File: config.mk
export PLATFORM = sky130hd
export DESIGN_NAME = uart_tx_cfg
export DESIGN_NICKNAME = d
export VERILOG_FILES = /design/src/rtl/uart_tx_cfg.sv
export SDC_FILE = /design/constraint.sdc
export NUM_CORES = 1
export LEC_CHECK = 0
export CAP_MARGIN = 20
export CORE_MARGIN = 3
export CORE_UTILIZATION = 50
export DETAILED_ROUTE_END_ITERATION = 7
export PLACE_DENSITY_LB_ADDON = 0.08
export SYNTH_ARGS = -nofsm -noshare
export SYNTH_HDL_FRONTEND = slang
export SYNTH_SLANG_ARGS = --single-unit
File: constraint.sdc
create_clock -name clk -period 2.3 [get_ports clk]
set_input_delay 0.345 -clock clk [delete_from_list [all_inputs] [get_ports clk]]
set_output_delay 0.345 -clock clk [all_outputs]
set_load 0.005 [all_outputs]
File: src/rtl/uart_tx_cfg.sv
// Configurable UART transmitter: start bit, DATA_BITS data bits (LSB or MSB first),
// optional parity bit (enabled by defining UART_TX_PARITY_EN), STOP_BITS stop bits.
module uart_tx_cfg #(
    parameter int CLK_DIV    = 868,
    parameter int DATA_BITS  = 8,
    parameter int STOP_BITS  = 1,
    parameter int LSB_FIRST  = 1,
    parameter int PARITY_ODD = 0
) (
    input  logic                 clk,
    input  logic                 rst_n,
    input  logic                 in_valid,
    input  logic [DATA_BITS-1:0] in_data,
    output logic                 in_ready,
    output logic                 tx,
    output logic                 busy,
    output logic                 done
);

    localparam int CW = $clog2(CLK_DIV);
    localparam int BW = $clog2(DATA_BITS + 1);
    localparam logic [CW-1:0] BAUD_LOAD = CW'(CLK_DIV - 1);
    localparam logic [BW-1:0] LAST_DATA = BW'(DATA_BITS - 1);
    localparam logic [BW-1:0] LAST_STOP = BW'(STOP_BITS - 1);

    if (CLK_DIV < 2 || DATA_BITS < 5 || DATA_BITS > 9 || (STOP_BITS != 1 && STOP_BITS != 2) ||
        PARITY_ODD < 0 || PARITY_ODD > 1) begin : g_bad_cfg
        $error("uart_tx_cfg: illegal parameter set");
    end

`ifdef UART_TX_PARITY_EN
    typedef enum logic [2:0] {IDLE, START, DATA, PARITY, STOP} state_t;
`else
    typedef enum logic [2:0] {IDLE, START, DATA, STOP} state_t;
`endif

    state_t                 state;
    logic [CW-1:0]          baud_cnt;
    logic [BW-1:0]          bit_cnt;
    logic [DATA_BITS-1:0]   shreg;
`ifdef UART_TX_PARITY_EN
    logic                   parity_bit;
`endif

    logic                 bit_end;
    logic                 first_bit;
    logic                 next_bit;
    logic [DATA_BITS-1:0] shifted;

    assign bit_end  = (baud_cnt == '0);
    assign in_ready = (state == IDLE);
    assign busy     = (state != IDLE);

    // next_bit is the bit that becomes current once the shift register advances
    assign first_bit = (LSB_FIRST != 0) ? shreg[0] : shreg[DATA_BITS-1];
    assign next_bit  = (LSB_FIRST != 0) ? shreg[1] : shreg[DATA_BITS-2];
    assign shifted   = (LSB_FIRST != 0) ? {1'b0, shreg[DATA_BITS-1:1]}
                                        : {shreg[DATA_BITS-2:0], 1'b0};

    always_ff @(posedge clk or negedge rst_n) begin
        if (!rst_n) begin
            state      <= IDLE;
            tx         <= 1'b1;
            done       <= 1'b0;
            baud_cnt   <= '0;
            bit_cnt    <= '0;
            shreg      <= '0;
`ifdef UART_TX_PARITY_EN
            parity_bit <= 1'b0;
`endif
        end else begin
            done <= 1'b0;
            case (state)
                IDLE: begin
                    tx <= 1'b1;
                    if (in_valid) begin
                        state    <= START;
                        tx       <= 1'b0;
                        baud_cnt <= BAUD_LOAD;
                        bit_cnt  <= '0;
                        shreg    <= in_data;
`ifdef UART_TX_PARITY_EN
                        parity_bit <= (^in_data) ^ (PARITY_ODD != 0);
`endif
                    end
                end
                START: begin
                    if (bit_end) begin
                        state    <= DATA;
                        tx       <= first_bit;
                        baud_cnt <= BAUD_LOAD;
                    end else begin
                        baud_cnt <= baud_cnt - 1'b1;
                    end
                end
                DATA: begin
                    if (bit_end) begin
                        baud_cnt <= BAUD_LOAD;
                        if (bit_cnt == LAST_DATA) begin
                            bit_cnt <= '0;
`ifdef UART_TX_PARITY_EN
                            state   <= PARITY;
                            tx      <= parity_bit;
`else
                            state   <= STOP;
                            tx      <= 1'b1;
`endif
                        end else begin
                            bit_cnt <= bit_cnt + 1'b1;
                            shreg   <= shifted;
                            tx      <= next_bit;
                        end
                    end else begin
                        baud_cnt <= baud_cnt - 1'b1;
                    end
                end
`ifdef UART_TX_PARITY_EN
                PARITY: begin
                    if (bit_end) begin
                        state    <= STOP;
                        tx       <= 1'b1;
                        baud_cnt <= BAUD_LOAD;
                    end else begin
                        baud_cnt <= baud_cnt - 1'b1;
                    end
                end
`endif
                STOP: begin
                    tx <= 1'b1;
                    if (bit_end) begin
                        if (bit_cnt == LAST_STOP) begin
                            state <= IDLE;
                            done  <= 1'b1;
                        end else begin
                            bit_cnt  <= bit_cnt + 1'b1;
                            baud_cnt <= BAUD_LOAD;
                        end
                    end else begin
                        baud_cnt <= baud_cnt - 1'b1;
                    end
                end
                default: begin
                    state <= IDLE;
                    tx    <= 1'b1;
                end
            endcase
        end
    end

endmodule

==> results.toml <==
[place]
dp_slack_ns = 0.1898
hpwl_um = 2766
io_buffers = 14
place.gp.congestion = 0.7840
place_area_mm2 = 0.001888

[timing]
finalHoldViolations = 0
final.setup.tns_ns = 0
worstMarginPinSlew_ns = 0.5274
timing.slew.headroom = 0.6451
period_needed_ns = 2.135
fin_skew_ns = 0.005036
grt_setup_unrepaired = "no"
period_share = 0.9283
drv_slew = 0
fmax_ghz = 0.4684
worst_slack_ns = 0.1649
holdWs_ns = 0.3384
setup_viol = 0

[routing]
first_iter_violations = 119
vias = 1428
wirelength_um = 3609
drc = 0
wl_per_cell_um = 15.23
vias_per_cell = 6.025
drtAntennaViolNets = 0
drtPass1Iterations = 4

[worst_setup_path]
worstSetupStartpoint = "state[1]"
max_stage_delay_ns = 0.54
endpoint_kind = "output port"
crit_type = "reg2out"
cp_cell_sequence = "inv_1, ha_1, clkdlybuf4s50_1"
slowest_stage = "clkdlybuf4s50_1"
worstReg2RegStart = "state[0]"
regToRegEndpoint = "baud_cnt[3]"
required_ns = 1.96
start_kind = "flop"
rr_worst_depth = 6
path_max_fanout = 6
r2r_slack_ns = 0.18
critPathCapture = "in_ready"
arrival_ns = 1.79

[run]
drv_cap = 0

[global_route]
antenna_found_initial = 0
grt_usage = 0.1949
grt_pass1_wl_um = 6465
grt_start_max_net_pins = 24
grt_overflow = 0
grt_pass1_vias = 1444

[floorplanning]
io_pins = 15
dieArea_mm2 = 0.004079
die-width_um = 63.87
core_area_mm2 = 0.003128
die-height_um = 63.87
start_util = 0.5352
rows = 20

[clocking]
numCtsBuffers = 3
cts.sinks = 26
ctsRootBufferMaster = "clkbuf_4"
postCtsHoldBufs = 0
clockBufferDepth = 2
cts_tree = "done"
clkTransAtPathRegs_ns = 0.15
cts_setup_buffers = 0
ctsHtreeMaxLevel = 1
ctsResizeCount = 0
insertion_delay_ns = 0.33

[synthesis]
synth-seq-area-share = 0.3894
ys.flop_type = "dfrtp_1"
async_flop_share = 1.000
yosys_register_bits = 26
ys.warnings.count = 0
syn_inst = 174
syn_area_mm2 = 0.001674
synth_cell_type_count = 47
synth_edf_count = 0
synth.avg_cell_area_um2 = 9.621
syn_nets = 195

[final_layout]
area_growth_syn_to_layout_pct = 14.95
post-route-cell-area_mm2 = 0.001924
seq_area_um2 = 651.9
insertedDiodeCount = 0
nNetsFinal = 215
fillCellCount = 283
multi_input_area_um2 = 965.9
post_route_cells_drive_above_1_share = 0.1088

[power_and_ir_drop]
total_leakage_power_nw = 0.7740
power.switching_mw = 1.027
p_clk_frac = 0.100
switching_share = 0.4263
p_int_mw = 1.382
ir_drop_mv = 0.7773
cellPowerDensity_mw_per_mm2 = 1252
pwr-share-comb = 0.557
seqPwrFrac = 0.342
p_total_mw = 2.409

[min_path]
holdCritPathClass = "in2async"

[outcome]
status = "finished clean"
layout make-up:
cell class	count	share of cell area
clock buffers	4	0.01886
inverters	8	0.01560
multi-input cells	135	0.5019
flip-flops and latches	26	0.3388
well taps	44	0.02861
repair buffers	20	0.09623
registers in the layout, indices dropped and copies added, names as in the netlist:
| register | count |
|---|---|
| baud_cnt | 10 |
| bit_cnt | 4 |
| done | 1 |
| shreg | 8 |
| state | 2 |
| tx | 1 |
worst min path at each step:
stage                      startpoint     endpoint  cells past startpoint
after global routing            rst_n     shreg[4]                      1
final                           rst_n   bit_cnt[0]                      1
after global placement    baud_cnt[0]  baud_cnt[0]                      1
after floorplan                 rst_n  baud_cnt[0]                      0
after CTS                       rst_n   bit_cnt[0]                      1
after detailed placement  baud_cnt[0]  baud_cnt[0]                      1
Yosys cell counts, drive strengths merged (6+ instances only):
cell,number,area (µm²)
o21ai,12,60.06
o31ai,7,52.55
nand3,6,30.03
inv,8,30.03
ha,10,125.1
a21oi,8,40.04
dfrtp,25,625.6
nand2,11,41.29
or3,6,37.54
and2,8,50.05
a222oi,7,70.07
nor3,7,45.04
or4,7,52.55
cells by family (layout without fill, tap and decap cells):
logic type | after synthesis | in the layout | synth area share
AOI/OAI and AO/OA | 47 | 47 | 0.1996
adders and majority gates | 10 | 10 | 0.07474
buffers and inverters | 13 | 32 | 0.03363
DFF | 26 | 26 | 0.3894
muxes | 4 | 4 | 0.02765
and+or+nand+nor | 74 | 74 | 0.2750
metal layers:
layer / routed length (µm) / share of wire / track usage / up-vias
li1: - / - / - / 709
met1: 1612 / 0.45 / 0.2525 / 682
met2: 1802 / 0.50 / 0.3355 / 30
met3: 145 / 0.040 / 0.02988 / 7
met4: 48 / 0.013 / 0.05391 / 0
met5: 0 / 0 / 0 / -
layout by cell type (no fill, tap or decap), types with 2 or more instances in the layout:
master,n
dfrtp_1,25
clkdlybuf4s50_1,14
nand2_1,11
ha_1,10
inv_1,8
and2_1,8
a21oi_1,8
o21ai_1,8
or4_1,7
o31ai_1,7
a222oi_1,7
or3_1,6
nand3_1,6
buf_4,6
nor3_1,5
nor2_1,5
nand2b_1,5
o21ai_0,4
nor4_1,3
clkbuf_4,3
nor3_2,2
and3_1,2
nor2b_1,2
nand3b_1,2
o221ai_1,2
a31oi_1,2
mux2i_1,2
a22oi_1,2
worst max-delay path, delay by kind of cell (launching register included):
kind       cells  cell delay (ns)
buf+inv        2             0.70
fa+ha+maj      1             0.30
flops          1             0.46
through the flow:
stage	util	instances
6_report	0.6152	237
5_1_grt	0.6152	237
4_1_cts	0.6152	237
3_5_place_dp	0.6036	233
3_3_place_gp	0.6036	233
2_1_floorplan	-	174
power by group through the flow:
stage               combinational, mW  sequential [mW]  clock, mW
finish                           1.34            0.824      0.242
global route                     1.52            0.855      0.268
global placement                 1.29            0.823          0
floorplan                        1.01            0.784          0
detailed placement               1.33            0.834          0
CTS                              1.35            0.822      0.244
Power figures use the tool's default switching activity.
